==> config.mk <==
export PLATFORM = sky130hd
export DESIGN_NAME = hazard_seq_flat
export DESIGN_NICKNAME = d
export VERILOG_FILES = /design/src/rtl/hazard_seq_if.sv /design/src/rtl/hazard_seq.sv /design/src/flat_wrapper.sv
export SDC_FILE = /design/constraint.sdc
export NUM_CORES = 1
export LEC_CHECK = 0
export ABC_CLOCK_PERIOD_IN_PS = 3430
export BUFFER_PORTS_ARGS = -buffer_cell sky130_fd_sc_hd__buf_4
export CORE_MARGIN = 3
export CORE_UTILIZATION = 52
export DETAILED_ROUTE_END_ITERATION = 10
export HOLD_SLACK_MARGIN = 0.12
export PLACE_DENSITY = 0.86
export SYNTH_ARGS = -nofsm -noshare
export SYNTH_HDL_FRONTEND = slang
export SYNTH_SLANG_ARGS = --single-unit
==> constraint.sdc <==
create_clock -name clk -period 3.43 [get_ports clk]
set_input_delay 0.343 -clock clk [delete_from_list [all_inputs] [get_ports clk]]
set_output_delay 0.343 -clock clk [all_outputs]
set_load 0.02 [all_outputs]
==> src/rtl/hazard_seq_if.sv <==
// rtl/hazard_seq_if.sv - pipeline-to-hazard-unit signal bundle
interface hazard_seq_if;
  logic [4:0]  Rs1D, Rs2D, Rs1E, Rs2E, RdE, RdM, RdW;
  logic        RegWriteM, RegWriteW, ResultSrcE0, PCSrcE, MemReqM, MemReadyM;
  logic [1:0]  ForwardAE, ForwardBE;
  logic        StallF, StallD, StallE, StallM;
  logic        FlushD, FlushE, FlushW;
  logic        MemBusy, MemTimeout;
  logic [15:0] StallCount;

  modport master (
    output Rs1D, Rs2D, Rs1E, Rs2E, RdE, RdM, RdW,
    output RegWriteM, RegWriteW, ResultSrcE0, PCSrcE, MemReqM, MemReadyM,
    input  ForwardAE, ForwardBE, StallF, StallD, StallE, StallM,
    input  FlushD, FlushE, FlushW, MemBusy, MemTimeout, StallCount
  );

  modport slave (
    input  Rs1D, Rs2D, Rs1E, Rs2E, RdE, RdM, RdW,
    input  RegWriteM, RegWriteW, ResultSrcE0, PCSrcE, MemReqM, MemReadyM,
    output ForwardAE, ForwardBE, StallF, StallD, StallE, StallM,
    output FlushD, FlushE, FlushW, MemBusy, MemTimeout, StallCount
  );
endinterface

==> src/rtl/hazard_seq.sv <==
// rtl/hazard_seq.sv - pipeline hazard unit with forwarding, load-use stall and memory-wait FSM
module hazard_seq (
  input  logic         clk,
  input  logic         reset,
  hazard_seq_if.slave  bus
);

  typedef enum logic [1:0] {IDLE, WAIT, ERR} state_e;

  state_e      state_q;
  logic [7:0]  wait_cnt_q;
  logic [15:0] stall_cnt_q, stall_cnt_d;
  logic        busy_q, timeout_q;

  logic        lw_stall, mem_stall, stall_f;
  logic [1:0]  fwd_a, fwd_b;

  assign fwd_a = (bus.RegWriteM && bus.RdM != 5'd0 && bus.RdM == bus.Rs1E) ? 2'b10 :
                 (bus.RegWriteW && bus.RdW != 5'd0 && bus.RdW == bus.Rs1E) ? 2'b01 : 2'b00;
  assign fwd_b = (bus.RegWriteM && bus.RdM != 5'd0 && bus.RdM == bus.Rs2E) ? 2'b10 :
                 (bus.RegWriteW && bus.RdW != 5'd0 && bus.RdW == bus.Rs2E) ? 2'b01 : 2'b00;

  assign lw_stall  = bus.ResultSrcE0 && (bus.RdE != 5'd0) &&
                     (bus.RdE == bus.Rs1D || bus.RdE == bus.Rs2D);
  // A ready access in IDLE completes in place, so it never stalls.
  assign mem_stall = (state_q == IDLE && bus.MemReqM && !bus.MemReadyM) ||
                     (state_q == WAIT) || (state_q == ERR);
  assign stall_f   = reset && (mem_stall || lw_stall);

  assign bus.ForwardAE  = reset ? fwd_a : 2'b00;
  assign bus.ForwardBE  = reset ? fwd_b : 2'b00;
  assign bus.StallF     = stall_f;
  assign bus.StallD     = stall_f;
  assign bus.StallE     = reset && mem_stall;
  assign bus.StallM     = reset && mem_stall;
  assign bus.FlushW     = reset && mem_stall;
  // A branch held in Execute by a memory stall flushes once the stall lifts.
  assign bus.FlushD     = reset && bus.PCSrcE && !mem_stall;
  assign bus.FlushE     = reset && (lw_stall || bus.PCSrcE) && !mem_stall;
  assign bus.MemBusy    = reset && busy_q;
  assign bus.MemTimeout = timeout_q;
  assign bus.StallCount = stall_cnt_q;

  assign stall_cnt_d = (stall_f && stall_cnt_q != 16'hFFFF) ? stall_cnt_q + 16'd1 : stall_cnt_q;

  always_ff @(posedge clk) begin
    if (!reset) begin
      state_q     <= IDLE;
      wait_cnt_q  <= 8'd0;
      stall_cnt_q <= 16'd0;
      busy_q      <= 1'b0;
      timeout_q   <= 1'b0;
    end else begin
      stall_cnt_q <= stall_cnt_d;
      case (state_q)
        IDLE: begin
          if (bus.MemReqM && !bus.MemReadyM) begin
            state_q    <= WAIT;
            wait_cnt_q <= 8'd0;
            busy_q     <= 1'b1;
          end
        end
        WAIT: begin
          if (bus.MemReadyM) begin
            state_q <= IDLE;
            busy_q  <= 1'b0;
          end else if (wait_cnt_q == 8'd255) begin
            state_q   <= ERR;
            timeout_q <= 1'b1;
          end else begin
            wait_cnt_q <= wait_cnt_q + 8'd1;
          end
        end
        ERR: begin
          busy_q    <= 1'b1;
          timeout_q <= 1'b1;
        end
        default: begin
          state_q <= IDLE;
          busy_q  <= 1'b0;
        end
      endcase
    end
  end

endmodule

==> src/flat_wrapper.sv <==
// flat-port wrapper written by rule: the top's interface ports become plain ports
module hazard_seq_flat 
  (clk, reset, bus_Rs1D, bus_Rs2D, bus_Rs1E, bus_Rs2E, bus_RdE, bus_RdM, bus_RdW, bus_RegWriteM, bus_RegWriteW, bus_ResultSrcE0, bus_PCSrcE, bus_MemReqM, bus_MemReadyM, bus_ForwardAE, bus_ForwardBE, bus_StallF, bus_StallD, bus_StallE, bus_StallM, bus_FlushD, bus_FlushE, bus_FlushW, bus_MemBusy, bus_MemTimeout, bus_StallCount);
  hazard_seq_if bus_i ();
  input  logic clk;
  input  logic reset;
  input wire logic [$bits(bus_i.Rs1D)-1:0] bus_Rs1D;
  input wire logic [$bits(bus_i.Rs2D)-1:0] bus_Rs2D;
  input wire logic [$bits(bus_i.Rs1E)-1:0] bus_Rs1E;
  input wire logic [$bits(bus_i.Rs2E)-1:0] bus_Rs2E;
  input wire logic [$bits(bus_i.RdE)-1:0] bus_RdE;
  input wire logic [$bits(bus_i.RdM)-1:0] bus_RdM;
  input wire logic [$bits(bus_i.RdW)-1:0] bus_RdW;
  input wire logic [$bits(bus_i.RegWriteM)-1:0] bus_RegWriteM;
  input wire logic [$bits(bus_i.RegWriteW)-1:0] bus_RegWriteW;
  input wire logic [$bits(bus_i.ResultSrcE0)-1:0] bus_ResultSrcE0;
  input wire logic [$bits(bus_i.PCSrcE)-1:0] bus_PCSrcE;
  input wire logic [$bits(bus_i.MemReqM)-1:0] bus_MemReqM;
  input wire logic [$bits(bus_i.MemReadyM)-1:0] bus_MemReadyM;
  output wire logic [$bits(bus_i.ForwardAE)-1:0] bus_ForwardAE;
  output wire logic [$bits(bus_i.ForwardBE)-1:0] bus_ForwardBE;
  output wire logic [$bits(bus_i.StallF)-1:0] bus_StallF;
  output wire logic [$bits(bus_i.StallD)-1:0] bus_StallD;
  output wire logic [$bits(bus_i.StallE)-1:0] bus_StallE;
  output wire logic [$bits(bus_i.StallM)-1:0] bus_StallM;
  output wire logic [$bits(bus_i.FlushD)-1:0] bus_FlushD;
  output wire logic [$bits(bus_i.FlushE)-1:0] bus_FlushE;
  output wire logic [$bits(bus_i.FlushW)-1:0] bus_FlushW;
  output wire logic [$bits(bus_i.MemBusy)-1:0] bus_MemBusy;
  output wire logic [$bits(bus_i.MemTimeout)-1:0] bus_MemTimeout;
  output wire logic [$bits(bus_i.StallCount)-1:0] bus_StallCount;
  assign bus_i.Rs1D = bus_Rs1D;
  assign bus_i.Rs2D = bus_Rs2D;
  assign bus_i.Rs1E = bus_Rs1E;
  assign bus_i.Rs2E = bus_Rs2E;
  assign bus_i.RdE = bus_RdE;
  assign bus_i.RdM = bus_RdM;
  assign bus_i.RdW = bus_RdW;
  assign bus_i.RegWriteM = bus_RegWriteM;
  assign bus_i.RegWriteW = bus_RegWriteW;
  assign bus_i.ResultSrcE0 = bus_ResultSrcE0;
  assign bus_i.PCSrcE = bus_PCSrcE;
  assign bus_i.MemReqM = bus_MemReqM;
  assign bus_i.MemReadyM = bus_MemReadyM;
  assign bus_ForwardAE = bus_i.ForwardAE;
  assign bus_ForwardBE = bus_i.ForwardBE;
  assign bus_StallF = bus_i.StallF;
  assign bus_StallD = bus_i.StallD;
  assign bus_StallE = bus_i.StallE;
  assign bus_StallM = bus_i.StallM;
  assign bus_FlushD = bus_i.FlushD;
  assign bus_FlushE = bus_i.FlushE;
  assign bus_FlushW = bus_i.FlushW;
  assign bus_MemBusy = bus_i.MemBusy;
  assign bus_MemTimeout = bus_i.MemTimeout;
  assign bus_StallCount = bus_i.StallCount;
  hazard_seq u_core (.clk(clk), .reset(reset), .bus(bus_i));
endmodule
==> results.md <==
* Grt ovf at 0
* Met3 usage at 3.76%
* Die ar. at 0.00425 mm^2
* Status: complete, no violations
* # clock sinks at 28
* Least-Margin Pin Slew at 846 ps
* Synthesis Warnings at 0
* Gr usage total at 21.4%
* Vias at 1808
* Vias per cell at 5.45
* Fin Setup TNS at 0 ps
* Rel. slew slack at 43.6%
* Htree depth at 1
* Slowest CP cell: dfxtp_1
* Vias in the first global route at 1675
* Max-cap violations at 0
* First-pass DRT Iterations at 4
* TritonCTS Buffers at 3
* Clock root cell: clkbuf_4
* Dpl hpwl at 3540 um
* Synth unique cells at 44
* Hold Crit Class: in2reg
* GR Layer Usage met2 at 37.8%
* Min Tclk post-route at 2170 ps
* Syn Nets at 266
* Worst EP arrival at 1830 ps
* Worst-path fanout max at 10
* Logic gate share of total power at 22.5%
* Post-CTS Resized at 0
* Synthesized instance count at 221
* #FFs+latches synth at 28
* Worst path max stage delay at 430 ps
* First-pass GRT wire length at 7310 um
* Sequential cell area at 561 um^2
* Core Box Area at 0.00320 mm^2
* Routed wire length at 4470 um
* Sequential Power Share at 47.3%
* Hold Vio Cnt, Final at 0
* Final period util at 63.4%
* I/O Pins at 72
* Initial DRC Count at 172
* Chip Height at 65.2 um
* Slew Viols, Final at 0
* WP data required at 3090 ps
* Buffers added on ports at 71
* Busiest grt layer: met2
* Antenna Nets Post-Route at 0
* Initial Utilization at 56.9%
* Largest net degree at the start of global routing at 27
* Fmax at 0.460 GHz
* Reg clk slew, reported paths at 150 ps
* Hold slack at 269 ps
* Critical Path Start Type: flip-flop
* Setup CP Type: reg2out
* Area grow syn2layout at 32.2%
* Peak supply drop at 0.000219 V
* Clock buffer depth at 2
* LEAKAGE at 0.000972 uW
* PwrDens at 295 mW/mm^2
* CTS tree: built
* Die width at 65.2 um
* Psw at 183 uW
* Post-CTS setup buffer count at 0
* Share of cells above drive strength 1 at 30.6%
* Final #Nets at 334
* Unrepaired setup endpoints after global routing: no
* Fill cells at 265
* Antenna cells at 0
* CP bufs+invs at 1
* Int Power at 528 uW
* Sequential area share after synthesis at 30.8%
* Clk network pwr share at 30.2%
* Worst setup margin at 1260 ps
* Layout Skew at 3.44 ps
* Antenna violations before repair at 0
* Post-synthesis cell area at 0.00182 mm^2
* Routed WL per cell at 13.5 um
* # setup viols final at 0
* Multi-input gate area in the final layout at 0.00118 mm^2
* Pre-CTS setup slack at 1290 ps
* Clock latency on the worst-skew pair at 330 ps
* Floorplan row count at 20
* Switching Fraction at 25.7%
* CP Capture Type: output port
* GR Util met1 at 26.3%
* DR DRC count at 0
* Hold-fix buffers, CTS at 0
* CP Cell Sequence: or2_2 > o21a_1 > a21oi_2 > nor2_1 > buf_4
* Worst path top cell family by delay: simple AND/OR/NAND/NOR gates
* Placer congestion estimate at 0.824
* Syn avg cell area at 8.24 um^2
-- cells in the mapped netlist --
library cell / number / area share (%)
a21oi_1: 15 / 4.1
a21oi_2: 1 / 0.48
a22o_1: 1 / 0.48
a22oi_1: 2 / 0.82
a311oi_2: 1 / 0.82
a31o_2: 1 / 0.48
a32oi_2: 1 / 0.89
and2_1: 6 / 2.1
and3_1: 5 / 1.7
and3_4: 2 / 1.2
and4_1: 2 / 0.96
and4_4: 1 / 0.62
buf_2: 1 / 0.27
buf_4: 4 / 1.6
buf_6: 1 / 0.62
clkbuf_1: 2 / 0.41
dfxtp_1: 28 / 31
ha_1: 2 / 1.4
inv_1: 5 / 1.0
inv_2: 1 / 0.21
mux2_2: 1 / 0.62
mux2i_1: 1 / 0.55
nand2_1: 12 / 2.5
nand3_1: 15 / 4.1
nand4_1: 3 / 1.0
nor2_1: 17 / 3.5
nor2b_1: 2 / 0.69
nor3_1: 5 / 1.4
nor4_1: 2 / 0.69
o211ai_1: 1 / 0.41
o21a_1: 1 / 0.41
o21ai_0: 11 / 3.0
o21ai_1: 3 / 0.82
o21ai_2: 2 / 0.96
o22ai_2: 1 / 0.69
o31ai_1: 5 / 2.1
o41ai_1: 1 / 0.48
or2_1: 1 / 0.34
or2_2: 1 / 0.34
or3_1: 8 / 2.7
or4_1: 8 / 3.3
or4b_1: 1 / 0.55
xnor2_1: 21 / 10
xor2_1: 16 / 7.7
-- layout make-up --
cell class	count	share of cell area, %
inverter	6	0.935
tap	44	2.29
sequential	28	23.3
clock inverter	1	1.25
clock buffer	3	0.935
multi-input combinational	179	49.2
timing repair buffer	71	22.1
-- layout by cell type (no fill, tap or decap), types with 2 or more instances in the layout --
cell type  synthesis  layout
nor3_1             5       5
nor2_1            17      17
and2_1             6       6
nand4_1            3       3
nand3_1           15      15
and3_4             2       2
ha_1               2       2
or3_1              8       8
a22oi_1            2       2
clkbuf_4           0       3
o21ai_2            2       2
buf_4              4      71
and3_1             5       5
or4_1              8       8
nor4_1             2       2
xnor2_1           21      21
o31ai_1            5       5
nor2b_1            2       2
xor2_1            16      16
dfxtp_1           28      28
a21oi_1           15      15
o21ai_0           11      11
o21ai_1            3       3
and4_1             2       2
nand2_1           12      12
inv_1              5       5
-- layer usage --
metal | routed length (um) | vias to the layer above
li1 | - | 928
met1 | 1970 | 839
met2 | 2290 | 35
met3 | 157 | 6
met4 | 61 | 0
met5 | 0 | -
-- final timing paths --
path	startpoint	to	slack, ps	cells after the start
max reg2reg	u_core.state_q[0]$_SDFFE_PN0P_	u_core.bus.StallCount[1]$_SDFFE_PN0P_	1290	5
min	reset	u_core.state_q[0]$_SDFFE_PN0P_	270	2
max	u_core.state_q[0]$_SDFFE_PN0P_	bus_StallD	1260	5
min reg2reg	u_core.busy_q$_SDFFE_PN0P_	u_core.busy_q$_SDFFE_PN0P_	480	2
-- sequential cells by signal, summed over array words and instances, names as in the netlist --
name,cells
u_core.bus.StallCount,16
u_core.bus.MemTimeout,1
u_core.state_q,2
u_core.wait_cnt_q,8
u_core.busy_q,1
-- power groups by stage --
stage	registers (uW)	clock network, uW	logic [uW]
final	336	215	160
after global routing	337	230	175
after CTS	336	218	160
after detailed placement	343	0	160
after global placement	343	0	156
after floorplan	344	0	88.3
-- kinds of logic (layout without fill, tap and decap cells) --
| group | Yosys count | in the layout | synth area share (%) |
|---|---|---|---|
| AO/OA/AOI/OAI | 47 | 47 | 17.0 |
| buffers and inverters | 14 | 81 | 4.19 |
| XOR/XNOR | 37 | 37 | 17.8 |
| adder cells (fa/ha/maj) | 2 | 2 | 1.37 |
| multiplexers | 2 | 2 | 1.17 |
| flip-flops | 28 | 28 | 30.8 |
| AND/OR/NAND/NOR | 91 | 91 | 27.7 |
-- stage by stage --
stage / total power, uW / std cells / instance area (um^2) / util (%)
4_1_cts: 715 / 332 / 2410 / 75.2
2_1_floorplan: 433 / 221 / 1820 / -
3_3_place_gp: 499 / 328 / 2360 / 73.6
3_5_place_dp: 503 / 328 / 2360 / 73.6
5_1_grt: 743 / 332 / 2410 / 75.2
6_report: 711 / 332 / 2410 / 75.2
(Power assumes the default switching activity.)
